===== config.mk =====
export PLATFORM = sky130hd
export DESIGN_NAME = speed_select_flat
export DESIGN_NICKNAME = d
export VERILOG_FILES = /design/src/rtl/speed_select_pkg.sv /design/src/rtl/speed_select_if.sv /design/src/rtl/speed_select_debounce.sv /design/src/rtl/speed_select.sv /design/src/flat_wrapper.sv
export SDC_FILE = /design/constraint.sdc
export NUM_CORES = 1
export LEC_CHECK = 0
export BUFFER_PORTS_ARGS = -buffer_cell sky130_fd_sc_hd__clkbuf_2
export CORE_MARGIN = 2
export CORE_UTILIZATION = 45
export CTS_CLUSTER_DIAMETER = 150
export DETAILED_ROUTE_END_ITERATION = 10
export PLACE_DENSITY = 0.6
export REMOVE_ABC_BUFFERS = 1
export SYNTH_ARGS = -nofsm -noshare
export SYNTH_HDL_FRONTEND = slang
export SYNTH_SLANG_ARGS = --single-unit
export TNS_END_PERCENT = 5

===== constraint.sdc =====
create_clock -name CLOCK_50 -period 7.4 [get_ports CLOCK_50]
set_input_delay 0.74 -clock CLOCK_50 [delete_from_list [all_inputs] [get_ports CLOCK_50]]
set_output_delay 0.74 -clock CLOCK_50 [all_outputs]
set_load 0.05 [all_outputs]

===== src/rtl/speed_select_pkg.sv =====
// Shared constants, types and helpers for the speed_select input-conditioning stage.
// Key/switch role indices live here so the top level never hard-codes board pin positions.
package speed_pkg;

  localparam int N_SPEEDS    = 5;
  localparam int DEFAULT_IDX = 1;
  localparam int IDX_W       = 3;

  localparam int KEY_FASTER  = 0;
  localparam int KEY_SLOWER  = 1;
  localparam int KEY_DEFAULT = 3;
  localparam int SW_MODE     = 9;

  typedef logic [IDX_W-1:0] speed_idx_t;

  typedef enum logic {
    MODE_SWITCH = 1'b0,
    MODE_KEY    = 1'b1
  } mode_e;

  // Lowest set bit wins, so SW[0] has the highest priority.
  function automatic speed_idx_t lowest_set(input logic [N_SPEEDS-1:0] req);
    speed_idx_t idx;
    idx = '0;
    for (int i = N_SPEEDS - 1; i >= 0; i--) begin
      if (req[i]) idx = speed_idx_t'(i);
    end
    return idx;
  endfunction

endpackage


===== src/rtl/speed_select_if.sv =====
// Board-facing bundle: raw switches/keys in, resolved speed selection out.
interface speed_select_if;
  import speed_pkg::*;

  logic [9:0]          SW;
  logic [3:0]          KEY;
  logic [N_SPEEDS-1:0] speed_sel;
  logic [IDX_W-1:0]    speed_idx;
  logic                speed_change;

  modport master (
    output SW,
    output KEY,
    input  speed_sel,
    input  speed_idx,
    input  speed_change
  );

  modport slave (
    input  SW,
    input  KEY,
    output speed_sel,
    output speed_idx,
    output speed_change
  );

endinterface


===== src/rtl/speed_select_debounce.sv =====
// One-bit 2-flop synchronizer followed by a stability-window debouncer.
// The stable value only flips after DB_CYCLES consecutive mismatching samples.
module debounce #(
  parameter int   DB_CYCLES = 500000,
  parameter logic RST_VAL   = 1'b0
) (
  input  logic clk,
  input  logic rst,
  input  logic i_din,
  output logic o_stable
);

  localparam int CNT_W = (DB_CYCLES > 2) ? $clog2(DB_CYCLES) : 1;
  localparam logic [CNT_W-1:0] CNT_LAST = CNT_W'(DB_CYCLES - 1);

  logic             r_sync1;
  logic             r_sync2;
  logic             r_stable;
  logic [CNT_W-1:0] r_count;

  always_ff @(posedge clk or posedge rst) begin
    if (rst) begin
      r_sync1 <= RST_VAL;
      r_sync2 <= RST_VAL;
    end else begin
      r_sync1 <= i_din;
      r_sync2 <= r_sync1;
    end
  end

  // Any sample that agrees with the stable value restarts the window.
  always_ff @(posedge clk or posedge rst) begin
    if (rst) begin
      r_stable <= RST_VAL;
      r_count  <= '0;
    end else if (r_sync2 == r_stable) begin
      r_count  <= '0;
    end else if (r_count == CNT_LAST) begin
      r_stable <= ~r_stable;
      r_count  <= '0;
    end else begin
      r_count  <= r_count + CNT_W'(1);
    end
  end

  assign o_stable = r_stable;

endmodule


===== src/rtl/speed_select.sv =====
// Resolves debounced switches and keys into a registered one-hot blink-speed
// selection plus a one-cycle change pulse for the downstream blinker.
module speed_select
  import speed_pkg::*;
#(
  parameter int DB_CYCLES   = 500000,
  parameter int DEFAULT_IDX = speed_pkg::DEFAULT_IDX
) (
  input  logic          CLOCK_50,
  input  logic          RESET,
  speed_select_if.slave bus
);

  // Debounced bit layout: speed switches, mode switch, then the three keys.
  localparam int N_DB       = N_SPEEDS + 4;
  localparam int DB_MODE    = N_SPEEDS;
  localparam int DB_FASTER  = N_SPEEDS + 1;
  localparam int DB_DEFAULT = N_SPEEDS + 3;

  localparam speed_idx_t MAX_IDX = speed_idx_t'(N_SPEEDS - 1);
  localparam speed_idx_t RST_IDX = speed_idx_t'(DEFAULT_IDX);

  logic [N_DB-1:0]     w_raw;
  logic [N_DB-1:0]     w_db;
  logic [2:0]          w_keyDb;
  logic [2:0]          w_press;
  logic                w_unused;
  mode_e               w_mode;
  speed_idx_t          w_nextIdx;

  logic [2:0]          r_keyPrev;
  speed_idx_t          r_speedIdx;
  logic [N_SPEEDS-1:0] r_speedSel;
  logic                r_speedChange;

  assign w_raw = {bus.KEY[KEY_DEFAULT], bus.KEY[KEY_SLOWER], bus.KEY[KEY_FASTER],
                  bus.SW[SW_MODE], bus.SW[N_SPEEDS-1:0]};

  assign w_unused = ^{bus.SW[SW_MODE-1:N_SPEEDS], bus.KEY[2]};

  for (genvar g = 0; g < N_DB; g++) begin : g_db
    debounce #(
      .DB_CYCLES (DB_CYCLES),
      .RST_VAL   ((g >= DB_FASTER) ? 1'b1 : 1'b0)
    ) u_db (
      .clk      (CLOCK_50),
      .rst      (RESET),
      .i_din    (w_raw[g]),
      .o_stable (w_db[g])
    );
  end

  assign w_keyDb = w_db[DB_DEFAULT:DB_FASTER];
  assign w_press = r_keyPrev & ~w_keyDb;
  assign w_mode  = mode_e'(w_db[DB_MODE]);

  // Keys are active-low, so a press is the debounced level falling 1->0.
  always_ff @(posedge CLOCK_50 or posedge RESET) begin
    if (RESET) begin
      r_keyPrev <= 3'b111;
    end else begin
      r_keyPrev <= w_keyDb;
    end
  end

  always_comb begin
    w_nextIdx = r_speedIdx;
    if (w_mode == MODE_SWITCH) begin
      if (|w_db[N_SPEEDS-1:0]) begin
        w_nextIdx = lowest_set(w_db[N_SPEEDS-1:0]);
      end
    end else if (w_press[2]) begin
      w_nextIdx = RST_IDX;
    end else if (w_press[0] && !w_press[1]) begin
      if (r_speedIdx != '0) begin
        w_nextIdx = r_speedIdx - speed_idx_t'(1);
      end
    end else if (w_press[1] && !w_press[0]) begin
      if (r_speedIdx != MAX_IDX) begin
        w_nextIdx = r_speedIdx + speed_idx_t'(1);
      end
    end
  end

  // Index, one-hot and change pulse all come from the same next value so they never disagree.
  always_ff @(posedge CLOCK_50 or posedge RESET) begin
    if (RESET) begin
      r_speedIdx    <= RST_IDX;
      r_speedSel    <= N_SPEEDS'(1) << RST_IDX;
      r_speedChange <= 1'b0;
    end else begin
      r_speedIdx    <= w_nextIdx;
      r_speedSel    <= N_SPEEDS'(1) << w_nextIdx;
      r_speedChange <= (w_nextIdx != r_speedIdx);
    end
  end

  assign bus.speed_idx    = r_speedIdx;
  assign bus.speed_sel    = r_speedSel;
  assign bus.speed_change = r_speedChange;

endmodule


===== src/flat_wrapper.sv =====
// flat-port wrapper written by rule: the top's interface ports become plain ports
module speed_select_flat import speed_pkg::*;
#(
  parameter int DB_CYCLES   = 500000,
  parameter int DEFAULT_IDX = speed_pkg::DEFAULT_IDX
)
  (CLOCK_50, RESET, bus_SW, bus_KEY, bus_speed_sel, bus_speed_idx, bus_speed_change);
  speed_select_if bus_i ();
  input  logic CLOCK_50;
  input  logic RESET;
  input wire logic [$bits(bus_i.SW)-1:0] bus_SW;
  input wire logic [$bits(bus_i.KEY)-1:0] bus_KEY;
  output wire logic [$bits(bus_i.speed_sel)-1:0] bus_speed_sel;
  output wire logic [$bits(bus_i.speed_idx)-1:0] bus_speed_idx;
  output wire logic [$bits(bus_i.speed_change)-1:0] bus_speed_change;
  assign bus_i.SW = bus_SW;
  assign bus_i.KEY = bus_KEY;
  assign bus_speed_sel = bus_i.speed_sel;
  assign bus_speed_idx = bus_i.speed_idx;
  assign bus_speed_change = bus_i.speed_change;
  speed_select #(.DB_CYCLES(DB_CYCLES), .DEFAULT_IDX(DEFAULT_IDX)) u_core (.CLOCK_50(CLOCK_50), .RESET(RESET), .bus(bus_i));
endmodule

==> summary.md, run 1 <==
| Metric | Value |
|---|---|
| Unique masters post-synth | `52` |
| Cell Pwr Density | `219.6 nW/um^2` |
| Post-Syn Area | `10,010 um^2` |
| Rows | `54` |
| Antenna violations before repair | `0` |
| Fraction of layout cells with a size suffix above 1 | `0.09178` |
| Max clock buf depth | `3` |
| Crit path arrival time | `2.67 ns` |
| Nets | `1,057` |
| Post-CTS Resized | `0` |
| WHS Path Cells | `1` |
| TritonCTS Sinks | `210` |
| CTS HTree Levels | `1` |
| Synth Flop Type | `dfrtp_1` |
| Max cap viols | `0` |
| WL per Instance | `13.05 um` |
| P_int | `1931 uW` |
| Setup violations, final | `0` |
| Detail Route Antenna Nets | `0` |
| Critical Setup Path Class | `reg2reg` |
| Worst-path maximum fanout | `8` |
| Largest net degree at the start of global routing | `129` |
| Vias in the first global route | `6,697` |
| Post-CTS Setup Bufs | `0` |
| Die footprint | `23,440 um^2` |
| Via count | `6,724` |
| Fin Clk Skew | `0.01185 ns` |
| Die height | `153.1 um` |
| Commonest non-fill, non-tap cell in the layout | `nor2_1` |
| # diodes | `0` |
| Placer congestion estimate | `0.7656` |
| Clk_lat worst skew | `0.51 ns` |
| PortBufs | `19` |
| R2r setup slk | `5.15 ns` |
| Hold slack | `0.3139 ns` |
| Worst Hold Class | `in2reg` |
| Worst Tran Pin Value | `1.023 ns` |
| Total Power | `2451 uW` |
| Initial Utilization | `0.4585` |
| RR Startpoint | `u_core.bus.speed_idx[0]` |
| Average vias per placed instance | `5.071` |
| Final non-filler cell area | `11,160 um^2` |
| Syn avg cell area | `9.936 um^2` |
| Reg2reg path depth | `8` |
| IO Pins | `25` |
| Fin crit share | `0.3046` |
| DP HPWL | `11.35 mm` |
| Clock root cell | `clkbuf_16` |
| Area after DPL | `10,340 um^2` |
| Leak | `0.004552 uW` |
| Combinational share of power | `0.027` |
| Cts hold-fix bufs | `0` |
| Synth Register Bits | `210` |
| Synth async-reset ratio | `1.000` |
| Commonest cells after routing, fill and taps aside | `nor2_1 (205), dfrtp_1 (196), xnor2_1 (101)` |
| Area Growth Syn to Fin | `11.53%` |
| Clock power share | `0.491` |
| Die extent in x | `153.1 um` |
| Drt pass-1 iters | `4` |
| Clk slew on worst S/H paths | `0.06 ns` |
| GR Overflow Total | `0` |
| CP Launch Type | `flop` |
| Worst VDD drop | `0.1461 mV` |
| Cts bufs inserted | `25` |
| Post-Synthesis Cells | `1,007` |
| Net Switching | `520.1 uW` |
| Post-synth EDFFs | `0` |
| Sequential share of the synthesized area | `0.5269` |
| Total track usage | `0.1530` |
| Relative slew slack | `0.3179` |
| Switching share of power | `0.2122` |
| Worst setup path start | `u_core.bus.speed_idx[0]` |
| DRT Wirelength | `17.30 mm` |
| F_max | `443.6 MHz` |
| DRC | `0` |
| Setup TNS | `0 ns` |
| Worst setup EP type | `flop` |
| Outcome | `complete, no violations` |
| Worst flop-to-flop path endpoint | `u_core.bus.speed_sel[2]` |
| Slew Viols, Final | `0` |
| Min cycle time layout | `2.254 ns` |
| CTS tree | `done` |
| Synth Warn # | `0` |
| Final Hold Viols | `0` |
| First-pass GRT wire length | `31.15 mm` |
| Floorplan Core Area | `21,820 um^2` |
| Seq pwr share | `0.482` |
| Hold path start | `bus_KEY[1]` |
| Data required time of the worst path | `7.81 ns` |
| Initial drt markers | `278` |
| Endpoint, Worst Hold | `u_core.g_db[7].u_db.r_sync1` |
| RSZ-0062 raised after global routing | `false` |
[per-stage QoR]
step                worst slack [ns]    util  std cells
floorplan                     0.9456       -        982
global placement               4.757  0.4738       1282
detailed placement             4.746  0.4738       1282
CTS                            5.126  0.5114       1326
global route                   4.962  0.5114       1326
finish                         5.146  0.5114       1326
[cell usage after synthesis (all sizes together), types with 2 or more instances]
cell    number  area, um^2
a211oi       3       22.52
a21boi       2       15.02
a21oi        3       15.01
a31oi        2       12.51
and2        11       68.82
and3        12       75.07
and4        15       131.4
buf         21       111.4
clkbuf       4       15.01
dfrtp      196        4905
dfstp       14       367.9
ha          12       150.1
inv         29       108.9
mux2         8       90.09
nand2       82       307.8
nand2b       3       18.77
nand3       74       375.4
nand3b       4       30.03
nand4       21       131.4
nand4b       3       26.28
nor2       205       769.5
nor2b        3       26.27
nor3        43       215.2
nor4        28       242.7
nor4b        7       61.31
nor4bb       3       30.03
o211ai       2       15.01
o21ai        5       25.02
o221ai       2       23.77
o311ai       2       17.52
or2          9       56.30
or3          8       50.05
xnor2      101       884.6
xor2        61       534.3
[layout make-up]
cell class | instances | area [um^2]
flip-flops and latches | 210 | 5273
repair buffers | 20 | 102.6
clock inverters | 8 | 92.59
well taps | 280 | 350.3
clock buffers | 36 | 726.9
fillers | 2003 | 10660
multi-input cells | 743 | 4498
inverters | 29 | 116.4
[power by group through the flow]
stage | combinational, uW | sequential (uW) | clock [uW]
2_1_floorplan | 49.6 | 1200 | 0
3_3_place_gp | 68.2 | 1200 | 0
3_5_place_dp | 68.5 | 1200 | 0
4_1_cts | 68.8 | 1180 | 1240
5_1_grt | 78.3 | 1180 | 1290
6_report | 65.1 | 1180 | 1200
[layer usage]
| metal | share of wire | global-route usage | up-vias |
|---|---|---|---|
| met5 | 0 | 0 | - |
| met4 | 0.016 | 0.03792 | 0 |
| met3 | 0.040 | 0.02949 | 22 |
| met2 | 0.44 | 0.2415 | 63 |
| met1 | 0.50 | 0.2191 | 3204 |
| li1 | - | - | 3435 |
[critical path, stage by stage, from the launching register on]
cell and delay, ns:
dfstp_2 0.61, inv_1 0.12, ha_1 0.30, nand2b_1 0.10, nand3_1 0.12, and2_1 0.19, o221ai_2 0.31, inv_1 0.16
a211oi_1 0.24
[worst max path at each step]
stage	to	slack [ns]	depth (start not counted)
after floorplan	u_core.bus.speed_change	0.95	1
after global placement	u_core.g_db[3].u_db.r_count[11]	4.76	3
after detailed placement	u_core.g_db[1].u_db.r_count[13]	4.75	3
after CTS	u_core.bus.speed_sel[2]	5.13	8
after global routing	u_core.bus.speed_sel[2]	4.96	8
final	u_core.bus.speed_sel[2]	5.15	8
[kinds of logic (layout without fill, tap and decap cells)]
logic type / Yosys count / after routing / share of synthesized area
fa+ha+maj: 12 / 12 / 0.01501
simple gates: 534 / 534 / 0.2639
mux: 8 / 8 / 0.009004
xor+xnor: 162 / 162 / 0.1418
flops: 210 / 210 / 0.5269
compound gates: 27 / 27 / 0.01988
buf+inv: 54 / 93 / 0.02351
[registers in the layout (all words and copies together), names as in the netlist]
register                   count
u_core.r_keyPrev               3
u_core.g_db.u_db.r_count     171
u_core.bus.speed_sel           5
u_core.g_db.u_db.r_sync2       9
u_core.bus.speed_idx           3
u_core.g_db.u_db.o_stable      9
u_core.g_db.u_db.r_sync1       9
u_core.bus.speed_change        1
Power figures use the tool's default switching activity.
==> inputs of run 2 (changes only) <==
==> constraint.sdc (replaced) <==
create_clock -name CLOCK_50 -period 2.22 [get_ports CLOCK_50]
set_input_delay 0.222 -clock CLOCK_50 [delete_from_list [all_inputs] [get_ports CLOCK_50]]
set_output_delay 0.222 -clock CLOCK_50 [all_outputs]
set_load 0.05 [all_outputs]
==> run 2 against run 1 <==
  * Sequential share of layout area is 0.99 points lower
  * Clock power rose to 3.3 times the previous value
  * Maximum frequency is 11% higher
  * Combinational power rose to 3.9 times the previous value
  * Largest power group is now sequential cells
  * Die area stayed put
  * Flip-flop and latch count did not move
  * Worst setup slack worse by 5.0 ns
  * Global-route usage rose by 0.47 points
  * Largest cell class unchanged
  * Cell area rose by 2.1%
==> summary.md, run 2 (synthesis gave the netlist of run 1 again) <==
| Metric | Value |
|---|---|
| Outcome | `complete, no violations` |
| Leak | `0.004676 uW` |
| CP Launch Type | `flop` |
| Fraction of layout cells with a size suffix above 1 | `0.1034` |
| Clk slew on worst S/H paths | `0.06 ns` |
| Critical Setup Path Class | `reg2reg` |
| Area after DPL | `10,500 um^2` |
| Rows | `54` |
| Worst VDD drop | `0.5161 mV` |
| # diodes | `0` |
| IO Pins | `25` |
| Placer congestion estimate | `0.7824` |
| Reg2reg path depth | `7` |
| Nets | `1,085` |
| Post-CTS Setup Bufs | `0` |
| Setup violations, final | `0` |
| Worst-path maximum fanout | `8` |
| Biggest register | `u_core.g_db.u_db.r_count` |
| Drt pass-1 iters | `5` |
| RR Startpoint | `u_core.bus.speed_idx[0]` |
| Initial Utilization | `0.4585` |
| Cell Pwr Density | `713.7 nW/um^2` |
| DRT Wirelength | `17.70 mm` |
| Worst Hold Class | `in2async` |
| Max cap viols | `0` |
| Fin crit share | `0.9149` |
| First-pass GRT wire length | `31.80 mm` |
| TritonCTS Sinks | `210` |
| Clk_lat worst skew | `0.51 ns` |
| CP cell instances | `inv_1 -> ha_2 -> nand2_1 -> o21ai_0 -> a221o_1 -> a22o_1 -> o311ai_1` |
| Data required time of the worst path | `2.63 ns` |
| CTS HTree Levels | `1` |
| PortBufs | `19` |
| Final non-filler cell area | `11,400 um^2` |
| Die height | `153.1 um` |
| Relative slew slack | `0.6229` |
| Detail Route Antenna Nets | `0` |
| Worst setup EP type | `flop` |
| Largest register FFs | `171` |
| CP max stage cell | `dfstp_2` |
| Crit path arrival time | `2.44 ns` |
| Worst Tran Pin Value | `0.5613 ns` |
| DRC | `0` |
| Die footprint | `23,440 um^2` |
| Total Power | `8135 uW` |
| DP HPWL | `12.05 mm` |
| Via count | `6,799` |
| Register area | `5273 um^2` |
| Cts bufs inserted | `25` |
| Vias in the first global route | `6,787` |
| Initial drt markers | `254` |
| Area Growth Syn to Fin | `13.92%` |
| Commonest non-fill, non-tap cell in the layout | `nor2_1` |
| R2r setup slk | `0.19 ns` |
| RSZ-0062 raised after global routing | `false` |
| Clock root cell | `clkbuf_16` |
| WL per Instance | `13.07 um` |
| Multi-input combinational cell area | `4501 um^2` |
| GR Overflow Total | `0` |
| Fillers | `1,977` |
| Commonest cells after routing, fill and taps aside | `nor2_1 (205), dfrtp_1 (196), xnor2_1 (101)` |
| Antenna violations before repair | `0` |
| Max clock buf depth | `3` |
| Average vias per placed instance | `5.021` |
| Max stage delay on crit path | `0.52 ns` |
| CTS tree | `done` |
| Min cycle time layout | `2.031 ns` |
| Worst flop-to-flop path endpoint | `u_core.bus.speed_change` |
| Total track usage | `0.1577` |
| Slew Viols, Final | `0` |
| Floorplan Core Area | `21,820 um^2` |
| F_max | `492.3 MHz` |
| Largest net degree at the start of global routing | `60` |
| Fin Clk Skew | `0.006693 ns` |
| Die extent in x | `153.1 um` |
| Final Hold Viols | `0` |
-- run 2: changes by cell type in the layout (fill, tap and decap cells not counted), sizes merged --
cell         before  now
buf               1   19
dlygate4sd3       0   10
clkbuf           55   60
clkinv            5    2
bufinv            2    1
clkinvlp          1    0
-- run 2: repair_timing --
action	in CTS	in global routing
resized for setup	0	1
hold buffers	10	0
hold endpoints to repair	55	0
endpoints found under the setup margin	0	2
-- run 2: critical path, delay by kind of cell (launching register included) --
kind	cells	cell delay [ns]
compound gates	4	0.98
flops	1	0.52
fa+ha+maj	1	0.25
buf+inv	1	0.09
simple gates	1	0.09
-- run 2: metal layers --
| metal | track usage | routed length, um |
|---|---|---|
| met5 | 0 | 0 |
| met4 | 0.03924 | 309 |
| met3 | 0.03232 | 842 |
| met2 | 0.2481 | 7720 |
| met1 | 0.2251 | 8830 |
-- run 2: how the worst max path moves through the flow --
stage                                  startpoint                       to  slack [ns]  cells after the start
after global placement    u_core.bus.speed_idx[0]  u_core.bus.speed_change        0.17                      7
after global routing      u_core.bus.speed_idx[0]  u_core.bus.speed_change        0.01                      7
after floorplan                             RESET  u_core.bus.speed_change       -3.72                      1
after CTS                 u_core.bus.speed_idx[0]  u_core.bus.speed_change        0.10                      7
final                     u_core.bus.speed_idx[0]  u_core.bus.speed_change        0.19                      7
after detailed placement  u_core.bus.speed_idx[0]  u_core.bus.speed_change        0.13                      7
-- run 2: where the power goes --
| group | internal, uW | leakage, uW | switching [uW] |
|---|---|---|---|
| Combinational | 87.9 | 0.00146 | 168 |
| Clock | 2410 | 0.000391 | 1520 |
| Sequential | 3890 | 0.00283 | 51.5 |
| Total | 6390 | 0.00468 | 1740 |
-- run 2: layout make-up --
| cell class | count | share of cell area |
|---|---|---|
| flip-flops and latches | 210 | 0.4626 |
| multi-input cells | 743 | 0.3948 |
| clock buffers | 41 | 0.06630 |
| repair buffers | 48 | 0.03183 |
| well taps | 280 | 0.03074 |
| inverters | 29 | 0.01021 |
| clock inverters | 3 | 0.003513 |
-- run 2: metrics by stage --
step                      std cells  TNS, ns  setup slack (ns)  hold WS, ns  utilization
after global placement         1300        0            0.1656       0.2878       0.4811
final                          1354        0            0.1888       0.2944       0.5223
after floorplan                 982  -758.01            -3.716       0.2265            -
after global routing           1354        0          0.009672       0.3314       0.5223
after CTS                      1354        0            0.1043       0.2962       0.5222
after detailed placement       1300        0            0.1292       0.2927       0.4811
==> inputs of run 3 (changes only) <==
--- a/config.mk
+++ b/config.mk
@@ -6,10 +6,13 @@
 export NUM_CORES = 1
 export LEC_CHECK = 0
 export BUFFER_PORTS_ARGS = -buffer_cell sky130_fd_sc_hd__clkbuf_2
+export CORE_ASPECT_RATIO = 1.5
 export CORE_MARGIN = 2
 export CORE_UTILIZATION = 45
+export CTS_BUF_LIST = sky130_fd_sc_hd__clkbuf_2 sky130_fd_sc_hd__clkbuf_4 sky130_fd_sc_hd__clkbuf_8
 export CTS_CLUSTER_DIAMETER = 150
 export DETAILED_ROUTE_END_ITERATION = 10
+export GPL_TIMING_DRIVEN = 0
 export PLACE_DENSITY = 0.6
 export REMOVE_ABC_BUFFERS = 1
 export SYNTH_ARGS = -nofsm -noshare
==> run 3 against run 2 <==
  * Sequential share of layout area grew 0.54 points
  * Highest routed layer unchanged
  * Combinational power shrank 7%
  * Die area up 0.10%
  * Critical endpoint is now u_core.bus.speed_sel[1]
==> summary.md, run 3 (synthesis gave the netlist of run 1 again) <==
| Metric | Value |
|---|---|
| Clock power share | `0.473` |
| Max stage delay on crit path | `0.61 ns` |
| Final Hold Viols | `0` |
| Antenna violations before repair | `0` |
| Critical Setup Path Class | `reg2reg` |
| Worst setup path start | `u_core.bus.speed_idx[0]` |
| Hold slack | `0.3440 ns` |
| Die extent in x | `125.8 um` |
| Initial Utilization | `0.4590` |
| CTS HTree Levels | `2` |
| Placer congestion estimate | `0.8002` |
| Worst VDD drop | `0.4652 mV` |
| Largest net degree at the start of global routing | `116` |
| P_int | `6184 uW` |
| Reg2reg path depth | `5` |
| Via count | `6,845` |
| DP HPWL | `11.83 mm` |
| CP max stage cell | `dfstp_2` |
| Critical path's top delay family | `simple AND/OR/NAND/NOR gates` |
| Final core utilization | `0.5168` |
| Worst setup EP type | `flop` |
| DRC | `0` |
| Fin crit share | `0.9440` |
| Worst-path maximum fanout | `8` |
| Seq pwr share | `0.497` |
| Die height | `186.6 um` |
| Clock root cell | `clkbuf_8` |
| CTS tree | `done` |
| Final cell count without fillers | `1,346` |
| RSZ-0062 raised after global routing | `true` |
| Total track usage | `0.1601` |
| Setup violations, final | `0` |
| Vias in the first global route | `7,042` |
| Placed insts | `1,274` |
| Initial drt markers | `287` |
| Biggest register | `u_core.g_db.u_db.r_count` |
| Clk slew on worst S/H paths | `0.06 ns` |
| Area Growth Syn to Fin | `12.59%` |
| Clk_lat worst skew | `0.52 ns` |
| Slew Viols, Final | `0` |
| Cts bufs inserted | `34` |
| # diodes | `0` |
| Hold path start | `bus_KEY[3]` |
| PortBufs | `19` |
| Rows | `66` |
| Worst path buffer plus inverter count | `1` |
| IO Pins | `25` |
| Combinational share of power | `0.030` |
| Min cycle time layout | `2.096 ns` |
| Fin Clk Skew | `0.01603 ns` |
| F_max | `477.2 MHz` |
| Max cap viols | `0` |
| Total Power | `7933 uW` |
| TritonCTS Sinks | `210` |
| WL per Instance | `13.26 um` |
| Relative slew slack | `0.4843` |
| CP Depth | `5` |
| Commonest cells after routing, fill and taps aside | `nor2_1 (205), dfrtp_1 (196), xnor2_1 (101)` |
| Leak | `0.004623 uW` |
| Fraction of layout cells with a size suffix above 1 | `0.1201` |
| GR Overflow Total | `0` |
| RR Startpoint | `u_core.bus.speed_idx[0]` |
| CP cell instances | `inv_1 -> ha_4 -> o2111a_1 -> or3_1 -> nor4_4` |
| First-pass GRT wire length | `32.20 mm` |
| Commonest non-fill, non-tap cell in the layout | `nor2_1` |
| Max clock buf depth | `3` |
| Worst Tran Pin Value | `0.7736 ns` |
| DRT Wirelength | `17.85 mm` |
| Floorplan Core Area | `21,800 um^2` |
| WHS Path Cells | `2` |
| Detail Route Antenna Nets | `0` |
| Worst Hold Class | `in2reg` |
| Drt pass-1 iters | `4` |
| Net Switching | `1749 uW` |
| Post-CTS Setup Bufs | `0` |
| Fillers | `2,028` |
| Nets | `1,076` |
| CP Launch Type | `flop` |
| Crit path arrival time | `2.52 ns` |
| Switching share of power | `0.2205` |
| Largest register FFs | `171` |
| Cell Pwr Density | `704.2 nW/um^2` |
| Average vias per placed instance | `5.085` |
| Outcome | `complete, no violations` |
| Die footprint | `23,470 um^2` |
| Data required time of the worst path | `2.64 ns` |
[run 3: cell types whose count changed in the layout (fill, tap and decap cells not counted), sizes merged]
cell,before,now
bufinv,1,2
clkbuf,60,73
clkinv,2,6
buf,19,1
[run 3: worst paths after layout]
kind,endpoint,slack (ns)
setup / recovery,u_core.bus.speed_sel[1],0.12
hold / removal,u_core.g_db[8].u_db.r_sync1,0.34
setup reg to reg,u_core.bus.speed_sel[1],0.12
hold reg to reg,u_core.g_db[1].u_db.r_sync2,0.35
max in group asynchronous,u_core.g_db[6].u_db.o_stable,0.85
min in group asynchronous,u_core.g_db[5].u_db.r_count[17],0.43
[run 3: what timing repair did]
action	CTS	global route
hold endpoints to repair	115	0
resized for setup	2	10
pin swaps	0	1
cloned	0	0
hold buffers	10	0
endpoints found under the setup margin	2	87
[run 3: through the flow]
| step | area (um^2) | TNS, ns | setup WS [ns] |
|---|---|---|---|
| CTS | 11250 | 0 | 0.05573 |
| finish | 11270 | 0 | 0.1244 |
| detailed placement | 10350 | -0.05951 | -0.05951 |
| global route | 11270 | -0.02781 | -0.02210 |
| global placement | 10310 | -1240.29 | -6.087 |
| floorplan | 9879 | -758.01 | -3.716 |
[run 3: layout make-up]
| cell class | count | area [um^2] | area share |
|---|---|---|---|
| clock buffer | 54 | 693.2 | 0.06153 |
| clock inverter | 8 | 90.09 | 0.007996 |
| inverter | 29 | 116.4 | 0.01033 |
| multi-input combinational | 743 | 4531 | 0.4022 |
| sequential | 210 | 5273 | 0.4680 |
| tap | 272 | 340.3 | 0.03021 |
| timing repair buffer | 30 | 222.7 | 0.01977 |
[run 3: worst reg2reg max path: stages, from the launching register on]
cell      delay (ns)
dfstp_2         0.61
inv_1           0.15
ha_4            0.22
o2111a_1        0.25
or3_1           0.49
nor4_4          0.30
[run 3: power groups by stage]
stage / clock network (uW) / registers [uW] / logic [uW]
floorplan: 0 / 4000 / 165
global placement: 0 / 4010 / 223
detailed placement: 0 / 4010 / 233
CTS: 3890 / 3940 / 249
global route: 4060 / 3950 / 280
finish: 3760 / 3940 / 237
[run 3: routing by layer]
layer | track usage | wire (um) | vias to the layer above
met4 | 0.05537 | 433 | 0
met1 | 0.2024 | 7996 | 3256
li1 | - | - | 3471
met5 | 0 | 0 | -
met3 | 0.03526 | 720 | 35
met2 | 0.2715 | 8696 | 83
